## config.mk

```make
export PLATFORM = sky130hd
export DESIGN_NAME = dtag_ctl
export DESIGN_NICKNAME = d
export VERILOG_FILES = /design/src/rtl/dtag_ctl.sv
export SDC_FILE = /design/constraint.sdc
export NUM_CORES = 1
export LEC_CHECK = 0
export CORE_MARGIN = 2
export CORE_UTILIZATION = 43
export CTS_CLUSTER_DIAMETER = 40
export CTS_CLUSTER_SIZE = 14
export DETAILED_ROUTE_END_ITERATION = 10
export GPL_ROUTABILITY_DRIVEN = 0
export PLACE_DENSITY = 0.89
export SYNTH_ARGS = -nofsm -noshare
export SYNTH_HDL_FRONTEND = slang
export SYNTH_SLANG_ARGS = --single-unit
```

## constraint.sdc

```tcl
create_clock -name nGCLK -period 2.9 [get_ports nGCLK]
set_clock_uncertainty 0.15 [all_clocks]
set_input_delay 0.58 -clock nGCLK [delete_from_list [all_inputs] [get_ports nGCLK]]
set_output_delay 0.58 -clock nGCLK [all_outputs]
set_load 0.01 [all_outputs]
```

## src/rtl/dtag_ctl.sv

```systemverilog
// Data-cache tag controller: tag lookup/compare, tag writes (init, dirty-set, allocate, flush sweep),
// victim writeback and linefill handshakes toward the bus unit.
// Latency: hit -> req_done in the cycle after LOOKUP (one lookup per 2 cycles); miss adds wb + lf + 1 cycle.
// Backpressure: busy=1 outside IDLE; req/flush_req are only accepted in IDLE, the requester holds them.
//
// Ports:
//   nGCLK, RESET              clock (posedge), asynchronous active-high reset
//   req/req_wr/req_addr       lookup request from the D-side pipeline
//   flush_req                 clean+invalidate whole cache (wins over req)
//   busy, req_done, req_hit   status; req_done/req_hit and flush_done are one-cycle pulses
//   tag_rd_sel/tag_rd_data    dtag read port (data valid the cycle after sel is clocked)
//   tag_wr_sel/_data/_ena     dtag write port
//   wb_req/wb_addr/wb_ack     victim writeback handshake
//   lf_req/lf_addr/lf_ack     linefill handshake
module dtag_ctl #(
   parameter int NL  = 256,
   parameter int LSS = 8,
   parameter int LSH = LSS + 4,
   parameter int PSL = LSH + 1,
   parameter int TS  = 2 + (32 - PSL)
) (
   input  logic            nGCLK,
   input  logic            RESET,
   input  logic            req,
   input  logic            req_wr,
   input  logic [31:0]     req_addr,
   input  logic            flush_req,
   output logic            busy,
   output logic            req_done,
   output logic            req_hit,
   output logic            flush_done,
   output logic [LSS-1:0]  tag_rd_sel,
   input  logic [TS-1:0]   tag_rd_data,
   output logic [LSS-1:0]  tag_wr_sel,
   output logic [TS-1:0]   tag_wr_data,
   output logic            tag_wr_ena,
   output logic            wb_req,
   output logic [31:0]     wb_addr,
   input  logic            wb_ack,
   output logic            lf_req,
   output logic [31:0]     lf_addr,
   input  logic            lf_ack
);

   typedef enum logic [3:0] {
      S_INIT, S_IDLE, S_LOOKUP, S_WB, S_LF, S_ALLOC,
      S_FL_RD, S_FL_CHK, S_FL_WB, S_FL_INV
   } state_t;

   state_t          state, state_nxt;
   logic [LSS-1:0]  index, index_nxt;
   logic [31:0]     cap_addr;
   logic            cap_wr;
   logic            cap_ld;
   logic            wb_ld;
   logic [31:0]     wb_ld_addr;
   logic            done_nxt, hit_nxt, fdone_nxt;

   // Field views of the returned tag entry and of the captured request.
   logic             rd_v, rd_d;
   logic [TS-3:0]    rd_tag;
   logic [TS-3:0]    cap_tag;
   logic [LSS-1:0]   cap_idx;
   logic             tag_match;

   assign rd_v      = tag_rd_data[TS-1];
   assign rd_d      = tag_rd_data[TS-2];
   assign rd_tag    = tag_rd_data[TS-3:0];
   assign cap_tag   = cap_addr[31:PSL];
   assign cap_idx   = cap_addr[LSH:5];
   assign tag_match = rd_v && (rd_tag == cap_tag);

   assign busy    = (state != S_IDLE);
   // Masking the offset keeps the fill address line-aligned.
   assign lf_addr = cap_addr & ~32'h0000_001F;

   always_ff @(posedge nGCLK or posedge RESET) begin
      if (RESET) begin
         state      <= S_INIT;
         index      <= '0;
         cap_addr   <= '0;
         cap_wr     <= 1'b0;
         wb_addr    <= '0;
         req_done   <= 1'b0;
         req_hit    <= 1'b0;
         flush_done <= 1'b0;
      end else begin
         state      <= state_nxt;
         index      <= index_nxt;
         req_done   <= done_nxt;
         req_hit    <= hit_nxt;
         flush_done <= fdone_nxt;
         if (cap_ld) begin
            cap_addr <= req_addr;
            cap_wr   <= req_wr;
         end
         if (wb_ld) begin
            wb_addr <= wb_ld_addr;
         end
      end
   end

   always_comb begin
      state_nxt   = state;
      index_nxt   = index;
      cap_ld      = 1'b0;
      wb_ld       = 1'b0;
      wb_ld_addr  = '0;
      done_nxt    = 1'b0;
      hit_nxt     = 1'b0;
      fdone_nxt   = 1'b0;
      tag_rd_sel  = cap_idx;
      tag_wr_sel  = cap_idx;
      tag_wr_data = '0;
      tag_wr_ena  = 1'b0;
      wb_req      = 1'b0;
      lf_req      = 1'b0;

      unique case (state)
         // Tag RAM has no reset of its own: clear every entry once.
         S_INIT: begin
            tag_rd_sel = index;
            tag_wr_sel = index;
            tag_wr_ena = 1'b1;
            index_nxt  = index + LSS'(1);
            if (index == LSS'(NL - 1)) begin
               state_nxt = S_IDLE;
            end
         end

         // Read select is driven straight from the request address so the
         // tag is back in the very next cycle (LOOKUP).
         S_IDLE: begin
            tag_rd_sel = req_addr[LSH:5];
            if (flush_req) begin
               state_nxt = S_FL_RD;
            end else if (req) begin
               cap_ld    = 1'b1;
               state_nxt = S_LOOKUP;
            end
         end

         S_LOOKUP: begin
            if (tag_match) begin
               done_nxt  = 1'b1;
               hit_nxt   = 1'b1;
               state_nxt = S_IDLE;
               // Store hit on a clean line: mark it dirty.
               if (cap_wr && !rd_d) begin
                  tag_wr_ena  = 1'b1;
                  tag_wr_data = {1'b1, 1'b1, cap_tag};
               end
            end else if (rd_v && rd_d) begin
               wb_ld      = 1'b1;
               wb_ld_addr = {rd_tag, cap_idx, 5'b0};
               state_nxt  = S_WB;
            end else begin
               state_nxt = S_LF;
            end
         end

         S_WB: begin
            wb_req = 1'b1;
            if (wb_ack) begin
               state_nxt = S_LF;
            end
         end

         S_LF: begin
            lf_req = 1'b1;
            if (lf_ack) begin
               state_nxt = S_ALLOC;
            end
         end

         S_ALLOC: begin
            tag_wr_ena  = 1'b1;
            tag_wr_data = {1'b1, cap_wr, cap_tag};
            done_nxt    = 1'b1;
            state_nxt   = S_IDLE;
         end

         // Flush sweep: index is 0 on entry (it wraps at the end of INIT and
         // of every previous sweep).
         S_FL_RD: begin
            tag_rd_sel = index;
            tag_wr_sel = index;
            state_nxt  = S_FL_CHK;
         end

         S_FL_CHK: begin
            tag_rd_sel = index;
            tag_wr_sel = index;
            if (rd_v && rd_d) begin
               wb_ld      = 1'b1;
               wb_ld_addr = {rd_tag, index, 5'b0};
               state_nxt  = S_FL_WB;
            end else begin
               state_nxt = S_FL_INV;
            end
         end

         S_FL_WB: begin
            tag_rd_sel = index;
            tag_wr_sel = index;
            wb_req     = 1'b1;
            if (wb_ack) begin
               state_nxt = S_FL_INV;
            end
         end

         S_FL_INV: begin
            tag_rd_sel = index;
            tag_wr_sel = index;
            tag_wr_ena = 1'b1;
            index_nxt  = index + LSS'(1);
            if (index == LSS'(NL - 1)) begin
               fdone_nxt = 1'b1;
               state_nxt = S_IDLE;
            end else begin
               state_nxt = S_FL_RD;
            end
         end

         default: begin
            state_nxt = S_INIT;
         end
      endcase
   end

endmodule
```

==> run summary <==
After detailed placement, the total cell area comes to 5850 um2. The overall die height came out at 99.9 um. The path type of the worst min-delay path is in -> reg.

The share of synthesized area occupied by flip-flops and latches came out at 0.443. The number of different library cells in the post-synthesis netlist is 54. By area the synthesized netlist is led by sky130_fd_sc_hd__dfrtp_1, sky130_fd_sc_hd__mux2_4, sky130_fd_sc_hd__mux2_2.

The detail route stage leaves a number of antenna-violating nets equal to 0. The simple-gate share of the synthesized area was 0.122. The worst setup path is of the in -> out kind. The core area is 8810 um2, and the register cell area after layout is 1760 um2. The mean instance size in the synthesized netlist works out to 11.6 um2.

In the routed design, unresolved DRC markers number 0. The proportion of power drawn by flip-flops and latches is 0.267, and the relative max-transition margin is 0.524. For the worst path setup slack after routing, the log shows -0.105 ns. Internal power consumption: 4.49 mW. The part of the power in combinational logic is 0.584.

The fraction of synthesis flops using an asynchronous set or reset pin came out at 1.00. The adder-cell share of the synthesized area was 0.00316. Counting the buffers created by CTS gives 9.

Clock-pin slew was measured on the worst setup and hold paths at 0.08 ns. The tools report the overall via count from detail_route as 3597. In the routed layout, each cell is associated on average with a via count of 5.43. The longest clock path from root to sink contains 2 buffers.

TritonCTS built the clock tree. The tools report the arrival time of the worst setup path as 2.27 ns. The initial core utilization was 0.449; the final antenna diode count was 0. The worst setup path is launched from a primary input.

For this run, the leading register cell type out of synthesis is sky130_fd_sc_hd__dfrtp_1. The sort of element at the end of the critical path is a primary output. The run gives 0 as the max-slew violation count.

The number of violations reported at the end of detailed-routing iteration 0 came out at 300. Leaving out filler cells and counting taps, the final layout contains 663. The tools report the clock power share as 0.148.

The Yosys step of the flow raised 0 warnings. The maximum number of pins on one net before global-route repair came out at 39. The switching share of power is 0.357. The share of layout cells above drive strength 1 was 0.360; the multi-input logic area was 2110 um2. The largest area contributor in the netlist is sky130_fd_sc_hd__dfrtp_1.

The first TritonRoute pass finished after 4 iterations. The flip-flop and latch count after synthesis was 70. In this run the number of H-tree levels came out at 3. The synthesized netlist occupies a cell area of 3960 um2. The portion of the clock cycle consumed by the worst path in the final layout came out at 1.04. In this run the worst path has a maximum fanout of 5.

The via count of the first global-routing pass came out at 3776. The worst IR drop on VDD was 0.000491 V. The number of buffers added on ports is 152, and the first-pass GRT wire length is 19200 um. The measured slew at the worst slew-check pin is 0.712 ns. Including well taps, the total number of placed cells is 630. The flow ran to the end, but the final reports show violations.

The post-route standard cell area excluding fillers came out at 6300 um2. For this run, the post-layout net count is 612. The proportion of synthesized area in mux cells is 0.187.

The highest clock rate is 0.333 GHz, and the count of buffer and inverter cells on the critical path is 4. In this run the static leakage power is 2.95 nW. For the global routing usage summed across all routing layers, the log shows 0.249.

Setup repair after global routing could not meet its margin everywhere. The area enclosed by the die boundary was 9980 um2. The tools report the clock sink count as 70. The run gives 0 as the final hold violation count.

The run gives 0.716 as the post-route core utilization. Grouping stages by cell kind, the critical path spends the most delay in simple AND/OR/NAND/NOR gates. The checks that failed: negative setup slack. After filler insertion, the fill cell instance count of the layout stands at 584. For the finished layout, the period the worst path requires is 3.00 ns.

Adding up every negative setup slack in the final design gives -1.42 ns. The overflow left after global routing is 0. After technology mapping, the gate count stands at 342. The worst endpoint required time was 2.17 ns; the cell area power density was 1110 nW/um2. The proportion of netlist area held by the largest area contributor was 0.443. The cell sitting at the root of the clock tree is a sky130_fd_sc_hd__clkbuf_8.

The main combinational cell family by area after synthesis was multiplexers. For the total half-perimeter wirelength after legalization and detailed placement, the log shows 8860 um. The final layout contains routed wiring with a total length of 12600 um. The initial antenna violation count was 0. Dividing the detail-routed wire length by the instance count gives 19.1 um. The analysis attributes to net switching a power of 2.50 mW.

Setup violations remaining at the end of the flow were counted as 20. Counting flops with a built-in enable in the synthesized netlist gives 0. From synthesis to final layout, the design area changed by 59.3%. The floorplan step set the die width to 99.9 um. The floorplan row count is 34, and the insertion delay of the later-clocked pin in the worst-skew pair is 0.35 ns.

The tool flagged a number of max-cap violations equal to 0. The worst stage delay on the critical path is 0.33 ns, and the compound-gate portion of the synthesized area is 0.125. 168 I/O pins were placed. The largest individual stage delay along the critical path comes from the cell sky130_fd_sc_hd__nor4_2. Walking the worst path, the cells encountered are clkdlybuf4s15_2 -> xor2_1 -> nor4_2 -> and3_4 -> nand4_1 -> buf_4 -> buf_8 -> a21boi_2 -> buf_2. The area share of xor/xnor cells in the synthesized design works out to 0.0598.
## placed cells by master, fill, tap and decap left out, types with 5 or more instances in the layout
master and count:
sky130_fd_sc_hd__nor2_1 9, sky130_fd_sc_hd__a22o_1 9, sky130_fd_sc_hd__xnor2_1 12, sky130_fd_sc_hd__conb_1 10
sky130_fd_sc_hd__xor2_1 14, sky130_fd_sc_hd__mux2_4 29, sky130_fd_sc_hd__dlygate4sd2_1 26, sky130_fd_sc_hd__clkbuf_8 9
sky130_fd_sc_hd__a21o_1 8, sky130_fd_sc_hd__buf_4 54, sky130_fd_sc_hd__clkdlybuf4s50_1 95, sky130_fd_sc_hd__a21boi_1 8
sky130_fd_sc_hd__dfrtp_1 67, sky130_fd_sc_hd__nand4_1 6, sky130_fd_sc_hd__o221ai_1 8, sky130_fd_sc_hd__mux2_2 24
sky130_fd_sc_hd__inv_1 10, sky130_fd_sc_hd__nand2_1 25, sky130_fd_sc_hd__buf_2 22, sky130_fd_sc_hd__a21boi_2 11
sky130_fd_sc_hd__buf_6 5
## layout make-up
type,instances,share of cell area
clock buffers,9,0.0197
clock inverters,6,0.0212
inverters,12,0.00755
multi-input cells,241,0.335
flip-flops and latches,70,0.279
well taps,108,0.0214
repair buffers,217,0.316
## what timing repair did
item | in CTS | in global routing
hold buffers | 0 | 0
resized for setup | 191 | 17
setup endpoints to repair | 39 | 24
pin swaps | 38 | 9
buffers inserted | 10 | 5
gates cloned | 3 | 1
## layer usage
layer / vias up / wire length, um / global-route usage
met1: 1765 / 4890 / 0.291
li1: 1623 / - / -
met2: 185 / 6490 / 0.450
met3: 24 / 995 / 0.0557
met5: - / 0 / 0
met4: 0 / 267 / 0.0885
## through the flow
| stage | total power [mW] | setup slack, ns | hold WS (ns) |
|---|---|---|---|
| finish | 6.99 | -0.105 | 0.353 |
| global route | 7.34 | -0.224 | 0.356 |
| CTS | 6.81 | -0.0863 | 0.349 |
| detailed placement | 5.77 | -0.784 | 0.343 |
| global placement | 5.63 | -0.639 | 0.341 |
| floorplan | 3.69 | 0.270 | 0.344 |
## synth_stat cells (3+ instances only)
cell type	instances
sky130_fd_sc_hd__dfrtp_1	70
sky130_fd_sc_hd__mux2_4	29
sky130_fd_sc_hd__nand2_1	28
sky130_fd_sc_hd__mux2_2	24
sky130_fd_sc_hd__a21boi_0	19
sky130_fd_sc_hd__xor2_1	15
sky130_fd_sc_hd__buf_4	12
sky130_fd_sc_hd__nor2_1	12
sky130_fd_sc_hd__xnor2_1	12
sky130_fd_sc_hd__inv_1	11
sky130_fd_sc_hd__a22o_1	9
sky130_fd_sc_hd__a21o_1	8
sky130_fd_sc_hd__o221ai_1	8
sky130_fd_sc_hd__clkbuf_1	7
sky130_fd_sc_hd__nand4_1	6
sky130_fd_sc_hd__buf_2	5
sky130_fd_sc_hd__nor2b_1	5
sky130_fd_sc_hd__buf_6	4
sky130_fd_sc_hd__nand3_1	4
sky130_fd_sc_hd__nor3_1	4
sky130_fd_sc_hd__and4_1	3
sky130_fd_sc_hd__mux2_1	3
sky130_fd_sc_hd__nor4_2	3
sky130_fd_sc_hd__o211ai_1	3
sky130_fd_sc_hd__o21ai_0	3
## cells by family (layout without fill, tap and decap cells)
family,count (synthesis),in the layout
fa+ha+maj,1,1
flops,70,70
buf+inv,40,244
other cells,1,10
compound gates,63,63
mux,56,56
simple gates,84,84
xor+xnor,27,27
## flip-flops by register name (all words and copies together), names as in the netlist
register / cells
req_hit: 1
cap_wr: 1
wb_addr: 27
state: 4
index: 8
cap_addr: 27
req_done: 1
flush_done: 1
## worst reg2reg max path, delay by kind of cell, from the launching register on
kind	cells	cell delay, ns
buffers and inverters	3	0.33
multiplexers	1	0.46
AND/OR/NAND/NOR	4	0.76
flip-flops	1	0.44
## power by group through the flow
stage,Combinational (mW),Clock (mW),Sequential [mW]
3_3_place_gp,3.80,0,1.83
4_1_cts,3.91,1.05,1.85
6_report,4.08,1.04,1.87
2_1_floorplan,1.73,0,1.96
3_5_place_dp,3.91,0,1.86
5_1_grt,4.32,1.09,1.93
## worst paths after layout
kind / startpoint / end / slack [ns] / cells past startpoint
max reg2reg: state[2] / cap_addr[13] / 0.66 / 8
min reg2reg: wb_addr[22] / wb_addr[22] / 0.36 / 1
max in group asynchronous: RESET / wb_addr[26] / 1.42 / 3
min: tag_rd_data[4] / wb_addr[17] / 0.35 / 2
max: tag_rd_data[16] / tag_wr_data[3] / -0.10 / 9
min in group asynchronous: RESET / cap_addr[11] / 0.51 / 2
Note: power is estimated with default switching activity, not from simulation.
